--- src/rtl/wide_reg_wb_master.sv ---
// Wishbone master moving one 128-bit value to/from a 32-bit slave as four word transactions.
// Define WIDE_XFER_TIMEOUT_EN to build the per-word ack timeout (TIMEOUT cycles).
module wide_reg_wb_master #(
    parameter int unsigned ADDR_WIDTH = 32,
    parameter int unsigned TIMEOUT    = 64
) (
    input  logic                  clk_i,
    input  logic                  rst_n_i,
    input  logic                  req_i,
    input  logic                  we_i,
    input  logic [ADDR_WIDTH-1:0] addr_i,
    input  logic [127:0]          wdata_i,
    output logic [127:0]          rdata_o,
    output logic                  busy_o,
    output logic                  done_o,
    output logic                  err_o,
    output logic                  wb_cyc_o,
    output logic                  wb_stb_o,
    output logic                  wb_we_o,
    output logic [ADDR_WIDTH-1:0] wb_adr_o,
    output logic [3:0]            wb_sel_o,
    output logic [31:0]           wb_dat_o,
    input  logic [31:0]           wb_dat_i,
    input  logic                  wb_ack_i,
    input  logic                  wb_err_i,
    input  logic                  wb_stall_i
);

    typedef enum logic [1:0] {StIdle, StIssue, StWait, StFinish} state_e;

    state_e                state_q, state_d;
    logic [1:0]            k_q, k_d;
    logic [127:0]          wsh_q, wsh_d;
    logic [127:0]          shadow_q, shadow_d;
    logic [127:0]          rdata_q, rdata_d;
    logic                  busy_q, busy_d;
    logic                  done_q, done_d;
    logic                  err_q, err_d;
    logic                  cyc_q, cyc_d;
    logic                  stb_q, stb_d;
    logic                  we_q, we_d;
    logic [ADDR_WIDTH-1:0] adr_q, adr_d;
    logic [3:0]            sel_q;
    logic [127:0]          rd_shift;
    logic                  accept;
    logic                  word_done;
    logic                  timeout;
    logic                  abort;

    assign accept    = (state_q == StIssue) && !wb_stall_i;
    assign word_done = wb_ack_i && (accept || (state_q == StWait));
    // An ack arriving in the last allowed cycle still wins over the timeout.
    assign abort     = wb_err_i || (timeout && !word_done);

`ifdef WIDE_XFER_TIMEOUT_EN
    localparam int unsigned TmoW = (TIMEOUT > 1) ? $clog2(TIMEOUT) : 1;

    logic [TmoW-1:0] tmo_q;

    assign timeout = ((state_q == StIssue) || (state_q == StWait)) &&
                     (tmo_q == TmoW'(TIMEOUT - 1));

    always_ff @(posedge clk_i or negedge rst_n_i) begin
        if (!rst_n_i) begin
            tmo_q <= '0;
        end else if (((state_q == StIssue) || (state_q == StWait)) && !word_done) begin
            tmo_q <= tmo_q + TmoW'(1);
        end else begin
            tmo_q <= '0;
        end
    end
`else
    assign timeout = 1'b0;
`endif

    always_comb begin
        state_d  = state_q;
        k_d      = k_q;
        wsh_d    = wsh_q;
        shadow_d = shadow_q;
        rdata_d  = rdata_q;
        busy_d   = busy_q;
        done_d   = 1'b0;
        err_d    = 1'b0;
        cyc_d    = cyc_q;
        stb_d    = stb_q;
        we_d     = we_q;
        adr_d    = adr_q;
        // Words arrive most-significant first, so shifting left lands word 0 in [127:96].
        rd_shift = {shadow_q[95:0], wb_dat_i};

        unique case (state_q)
            StIdle: begin
                if (req_i) begin
                    state_d = StIssue;
                    we_d    = we_i;
                    adr_d   = {addr_i[ADDR_WIDTH-1:4], 4'h0};
                    wsh_d   = wdata_i;
                    k_d     = 2'd0;
                    busy_d  = 1'b1;
                    cyc_d   = 1'b1;
                    stb_d   = 1'b1;
                end
            end
            StIssue, StWait: begin
                if (abort) begin
                    state_d = StFinish;
                    cyc_d   = 1'b0;
                    stb_d   = 1'b0;
                    busy_d  = 1'b0;
                    done_d  = 1'b1;
                    err_d   = 1'b1;
                end else if (word_done) begin
                    if (!we_q) begin
                        shadow_d = rd_shift;
                    end
                    if (k_q == 2'd3) begin
                        state_d = StFinish;
                        cyc_d   = 1'b0;
                        stb_d   = 1'b0;
                        busy_d  = 1'b0;
                        done_d  = 1'b1;
                        if (!we_q) begin
                            rdata_d = rd_shift;
                        end
                    end else begin
                        state_d = StIssue;
                        stb_d   = 1'b1;
                        k_d     = k_q + 2'd1;
                        adr_d   = adr_q + ADDR_WIDTH'(4);
                        wsh_d   = {wsh_q[95:0], 32'h0};
                    end
                end else if (accept) begin
                    state_d = StWait;
                    stb_d   = 1'b0;
                end
            end
            StFinish: begin
                state_d = StIdle;
            end
            default: begin
                state_d = StIdle;
            end
        endcase
    end

    always_ff @(posedge clk_i or negedge rst_n_i) begin
        if (!rst_n_i) begin
            state_q  <= StIdle;
            k_q      <= 2'd0;
            wsh_q    <= '0;
            shadow_q <= '0;
            rdata_q  <= '0;
            busy_q   <= 1'b0;
            done_q   <= 1'b0;
            err_q    <= 1'b0;
            cyc_q    <= 1'b0;
            stb_q    <= 1'b0;
            we_q     <= 1'b0;
            adr_q    <= '0;
            sel_q    <= 4'h0;
        end else begin
            state_q  <= state_d;
            k_q      <= k_d;
            wsh_q    <= wsh_d;
            shadow_q <= shadow_d;
            rdata_q  <= rdata_d;
            busy_q   <= busy_d;
            done_q   <= done_d;
            err_q    <= err_d;
            cyc_q    <= cyc_d;
            stb_q    <= stb_d;
            we_q     <= we_d;
            adr_q    <= adr_d;
            sel_q    <= 4'hF;
        end
    end

    assign rdata_o  = rdata_q;
    assign busy_o   = busy_q;
    assign done_o   = done_q;
    assign err_o    = err_q;
    assign wb_cyc_o = cyc_q;
    assign wb_stb_o = stb_q;
    assign wb_we_o  = we_q;
    assign wb_adr_o = adr_q;
    assign wb_sel_o = sel_q;
    assign wb_dat_o = wsh_q[127:96];

endmodule

--- config.mk ---
export PLATFORM = sky130hd
export DESIGN_NAME = wide_reg_wb_master
export DESIGN_NICKNAME = d
export VERILOG_FILES = /design/src/rtl/wide_reg_wb_master.sv
export SDC_FILE = /design/constraint.sdc
export NUM_CORES = 1
export LEC_CHECK = 0
export CAP_MARGIN = 15
export CORE_UTILIZATION = 54
export DETAILED_ROUTE_END_ITERATION = 10
export HOLD_SLACK_MARGIN = 0.02
export PLACE_DENSITY = 0.88
export SLEW_MARGIN = 10
export SYNTH_ARGS = -nofsm -noshare
export SYNTH_HDL_FRONTEND = slang
export SYNTH_SLANG_ARGS = --single-unit
--- constraint.sdc ---
create_clock -name clk_i -period 6.7 [get_ports clk_i]
set_input_delay 1.675 -clock clk_i [delete_from_list [all_inputs] [get_ports clk_i]]
set_output_delay 1.675 -clock clk_i [all_outputs]
set_load 0.01 [all_outputs]
# ---- After elaboration in Yosys (flattened, before gate mapping)
# Index checks and enable logic that the tools add are counted.
dict set report totals {
  regBits 394
  out_inout_bits 202
  elab_cells 78
}
dict set report classes {
  n_eq_ne 11
  addsub 2
  bitwise 2
  n_reduce_logical 14
  muxes 37
}
# operator n
set op_table {}
lappend op_table {{128-bit 2-to-1 mux} 4}
lappend op_table {{128-bit case mux with 2 select lines} 1}
lappend op_table {{32-bit 2-to-1 mux} 4}
lappend op_table {{32-bit case mux with 2 select lines} 1}
lappend op_table {{32-bit by 3-bit adder with 32-bit output, second input constant} 1}
lappend op_table {{2-bit 2-to-1 mux} 9}
lappend op_table {{1-bit 2-to-1 mux} 14}
lappend op_table {{5-bit AND reduction} 2}
lappend op_table {{2-bit inequality test, second input constant} 4}
lappend op_table {{4-bit AND reduction} 2}
lappend op_table {{2-bit == test, second input constant} 3}
lappend op_table {{3-bit inequality test, second input constant} 2}
lappend op_table {{2-bit case mux with 3 select lines} 1}
lappend op_table {{4-bit inequality test, second input constant} 1}
lappend op_table {{1-bit case mux with 2 select lines} 2}
lappend op_table {{2-bit case mux with 2 select lines} 1}
lappend op_table {{2-bit AND reduction} 2}
lappend op_table {{3-bit AND reduction} 1}
lappend op_table {{2-bit by 1-bit adder with 2-bit output, second input constant} 1}
lappend op_table {{2-bit by 1-bit == test with 1-bit output, second input constant} 1}
lappend op_table {{1-bit logical AND} 2}
lappend op_table {{2-bit zero test} 1}
lappend op_table {{1-bit NOT} 2}
lappend op_table {{2-bit nonzero test} 1}
lappend op_table {{other kinds (3)} 3}

# ---- Longest topological paths before layout
dict set report logic_depth {
  ltp_word 7
  depth_mapped 10
  mapped_depth_nobuf 7
}

# ---- Worst setup path before layout
# Ideal clock, no wire load.
dict set report synth_path {
  kind {input to register}
  start {input port wb_stall_i}
  end {register adr_q[28] (netlist: wb_adr_o[28])}
  setup_ns 0.120
  path_stages 6
  arrival_ns 3.331
  slack_ns 3.249
  n_path_buf 1
  required_ns 6.580
  path_cell_list {and2b_1 o21ai_1 or4_1 buf_2 or4_1 and3_1}
}
dict set report synth_via {
  elab_chain_len 6
}
# item line_no
set synth_lines {}
lappend synth_lines {{start, declared} 26} ;# input logic wb_stall_i
lappend synth_lines {{1-bit zero test} 50} ;# assign accept = (state_q == StIssue) && !wb_stall_i;
lappend synth_lines {{1-bit logical AND} 50}
lappend synth_lines {{1-bit logical OR} 51} ;# assign word_done = wb_ack_i && (accept || (state_q == StWait));
lappend synth_lines {{1-bit logical AND} 51}
lappend synth_lines {{2-bit inequality test (no line)} n/a}
lappend synth_lines {{5-bit AND reduction (no line)} n/a}
lappend synth_lines {{end signal, assigned} 174} ;# adr_q <= adr_d;
lappend synth_lines {{end, declared} 42} ;# logic [ADDR_WIDTH-1:0] adr_q, adr_d;
# No other way between the ends.
# A chain may end at the register's enable or synchronous reset.

# ---- Worst setup path after layout
dict set report layout_path {
  start {input port wb_stall_i}
  end {register rdata_q[62] (netlist: rdata_o[62])}
}
dict set report layout_via {
  elab_chain_len 5
}
# item line_no
set layout_lines {}
lappend layout_lines {{1-bit zero test} 50}
lappend layout_lines {{1-bit logical AND} 50}
lappend layout_lines {{1-bit logical OR} 51}
lappend layout_lines {{1-bit logical AND} 51}
lappend layout_lines {{5-bit AND reduction (no line)} n/a}
lappend layout_lines {{end signal, assigned} 167} ;# rdata_q <= rdata_d;
lappend layout_lines {{end, declared} 35} ;# logic [127:0] rdata_q, rdata_d;
# No other way between the ends.

==> results.sh <==
export IMPL_status="finished, final reports clean"
export IMPL_crit_path_start_kind="input pin"
export IMPL_drv_slew=0
export IMPL_cp_required_ns=7.12
export IMPL_cp_data_arrival_time_ns=4.56
export IMPL_synth_seq_cells=392
export IMPL_setup_viol=0
export IMPL_die_y_um=178
export IMPL_final_antenna_net_count=0
export IMPL_fin_skew_ns=0.0150
export IMPL_n_fill_cell=2039
export IMPL_totalWireLength_um=42500
export IMPL_yosysUniqueCellTypes=63
export IMPL_peakVddDrop_mv=0.637
export IMPL_yosys_warnings=0
export IMPL_rows=64
export IMPL_portBuffers=394
export IMPL_hpwl_um=28600
export IMPL_fin_crit_ns=4.14
export IMPL_firstDrtPassIters=5
export IMPL_p_leak_nw=10.2
export IMPL_synth_flop_cell="dfrtp_1"
export IMPL_rsz0062_at_grt="false"
export IMPL_synth_edf_count=0
export IMPL_area_growth_pct=31.3
export IMPL_h_tree_depth=2
export IMPL_worstMarginPinSlew_ns=1.02
export IMPL_relSlewSlack=0.321
export IMPL_clkTransAtPathRegs_ns=0.06
export IMPL_drive_above_1_share=0.176
export IMPL_layout_nets=1918
export IMPL_initial_core_util=0.550
export IMPL_setup_tns_final_ns=0
export IMPL_drt_iter0_drc=912
export IMPL_via_count=12100
export IMPL_grt_overflow_total=0
export IMPL_cts_sinks=392
export IMPL_grt_use_total=0.266
export IMPL_cts_buffer_depth=3
export IMPL_die_width_um=178
export IMPL_synth_seq_area_share=0.583
export IMPL_clk_latency_ns=0.54
export IMPL_viasPerCell=5.66
export IMPL_finalWeightedCongestion=0.820
export IMPL_cp_max_fo=65
export IMPL_die_area_um2=31900
export IMPL_cts_resized=0
export IMPL_hold_buffers=0
export IMPL_hp_class="flop to flop"
export IMPL_min_period_over_period=0.618
export IMPL_avgSynthCellArea_um2=12.1
export IMPL_drv_cap=0
export IMPL_synth_largest_area_cell="dfrtp_1"
export IMPL_grt_max_degree=264
export IMPL_syn_area_um2=16800
export IMPL_grt_pass1_vias=12300
export IMPL_crit_start="wb_stall_i"
export IMPL_async_flop_share=1.00
export IMPL_grt_pass1_wl_um=66600
export IMPL_power_density_nw_per_um2=430
export IMPL_cts_setup_buffers=0
export IMPL_reg2reg_from="state_q[0]$_DFFE_PN0P_"
export IMPL_cts_made_buffers=41
export IMPL_wire_per_inst_um=19.9
export IMPL_core_um2=30600
export IMPL_remaining_drc_errors=0
export IMPL_cts_tree="yes"
export IMPL_crit_path_end_kind="flop"
export IMPL_min_delay_start="wsh_q[127]$_DFFE_PN0P_"
export IMPL_synthCells=1389
export IMPL_ys_top_cells_by_area="dfrtp_1 (58%), mux2_2 (15%), mux2i_1 (5.8%), o21ai_0 (4.3%), nand2_1 (4.3%)"
export IMPL_io_pins=401
export IMPL_whs_ns=0.476
export IMPL_hold_viol_final=0
export IMPL_multi_input_area_um2=6370
export IMPL_crit_type="input pin to flop"
export IMPL_register_area_um2=9810
export IMPL_max_freq_mhz=241
export IMPL_cts_root_buffer="clkbuf_16"
export IMPL_antenna_found_initial=3
export IMPL_yosysTopAreaCellShare=0.583
## stage by stage
stage               setup WS (ns)  utilization  instances  power, mW  instance area [um^2]
finish                       2.56        0.722       2140       9.50                 22100
global route                 2.42        0.722       2140       10.1                 22100
CTS                          2.54        0.722       2137       9.55                 22100
detailed placement           1.98        0.679       2065       7.29                 20800
global placement             2.04        0.679       2065       7.08                 20800
floorplan                    3.25            -       1390       6.15                 16800
## cell families after synthesis
group           Yosys count  share of synthesized area
simple gates            302                     0.0807
other cells               2                   0.000447
compound gates          230                     0.0802
fa+ha+maj                 7                    0.00521
mux                     323                      0.209
xor+xnor                  1                   0.000521
flops                   392                      0.583
buf+inv                 132                     0.0406
## Yosys cell counts (11+ instances only)
cell type and n:
dfrtp_1 392, mux2_2 225, nand2_1 192, o21ai_0 144
mux2i_1 98, clkbuf_1 53, buf_4 39, buf_2 26
nor2_1 24, a21oi_1 20, nor3_1 18, nand3_1 17
a22oi_1 11
## worst max-delay path, cell delays in order
cell and delay, ns:
clkdlybuf4s50_1 0.46, and2b_1 0.22, o21ai_1 0.32, nor3_4 0.07, buf_4 0.27, nand2_4 0.68
buf_12 0.39, mux2_2 0.40
## worst paths after layout
path | end | slack (ns) | cells after the start
min in group asynchronous | shadow_q[30]$_DFFE_PN0P_ | 1.29 | 1
min reg2reg | wsh_q[127]$_DFFE_PN0P_ | 0.48 | 2
max reg2reg | rdata_o[62]$_DFFE_PN0P_ | 3.26 | 8
max | rdata_o[62]$_DFFE_PN0P_ | 2.56 | 8
max in group asynchronous | shadow_q[31]$_DFFE_PN0P_ | 3.99 | 2
min | wsh_q[127]$_DFFE_PN0P_ | 0.48 | 2
## power breakdown
| group | switching [mW] | leakage, nW | internal [mW] |
|---|---|---|---|
| clock network | 0.938 | 0.641 | 1.28 |
| logic | 2.02 | 4.39 | 1.63 |
| registers | 0.536 | 5.16 | 3.10 |
## placed cells by master, fill, tap and decap left out, drive strengths merged, types with 5 or more instances in the layout
cell type      count
nor4              10
buf               10
clkbuf            60
clkinv            10
o22ai              8
nand2            192
inv                8
dfrtp            392
a22oi             11
nand3             18
and3               8
nor3              19
or4                7
mux2i             98
clkdlybuf4s50    393
a211oi             5
mux2             225
o21ai            146
nor2              24
o22a               7
a21oi             20
nand4              6
ha                 7
## layout make-up
class	instances	area share
Timing Repair Buffer	403	0.184
Tap cell	396	0.0224
Multi-Input combinational cell	866	0.288
Clock inverter	12	0.00731
Inverter	8	0.00136
Antenna cell	3	0.000340
Clock buffer	60	0.0520
Sequential cell	392	0.444
## state kept, by name, indices dropped and copies added (netlist names)
| register | count |
|---|---|
| wb_adr_o | 30 |
| wsh_q | 128 |
| shadow_q | 96 |
| done_o | 1 |
| wb_stb_o | 1 |
| wb_we_o | 1 |
| wb_sel_o | 1 |
| state_q | 2 |
| k_q | 2 |
| wb_cyc_o | 1 |
| rdata_o | 128 |
| err_o | 1 |
## routing by layer
layer	track usage	wire (um)	vias to the layer above
met5	0	0	-
met4	0.129	2030	0
met3	0.0582	2750	114
met2	0.434	20900	436
met1	0.336	16800	6036
li1	-	-	5523
Power figures use the tool's default switching activity.
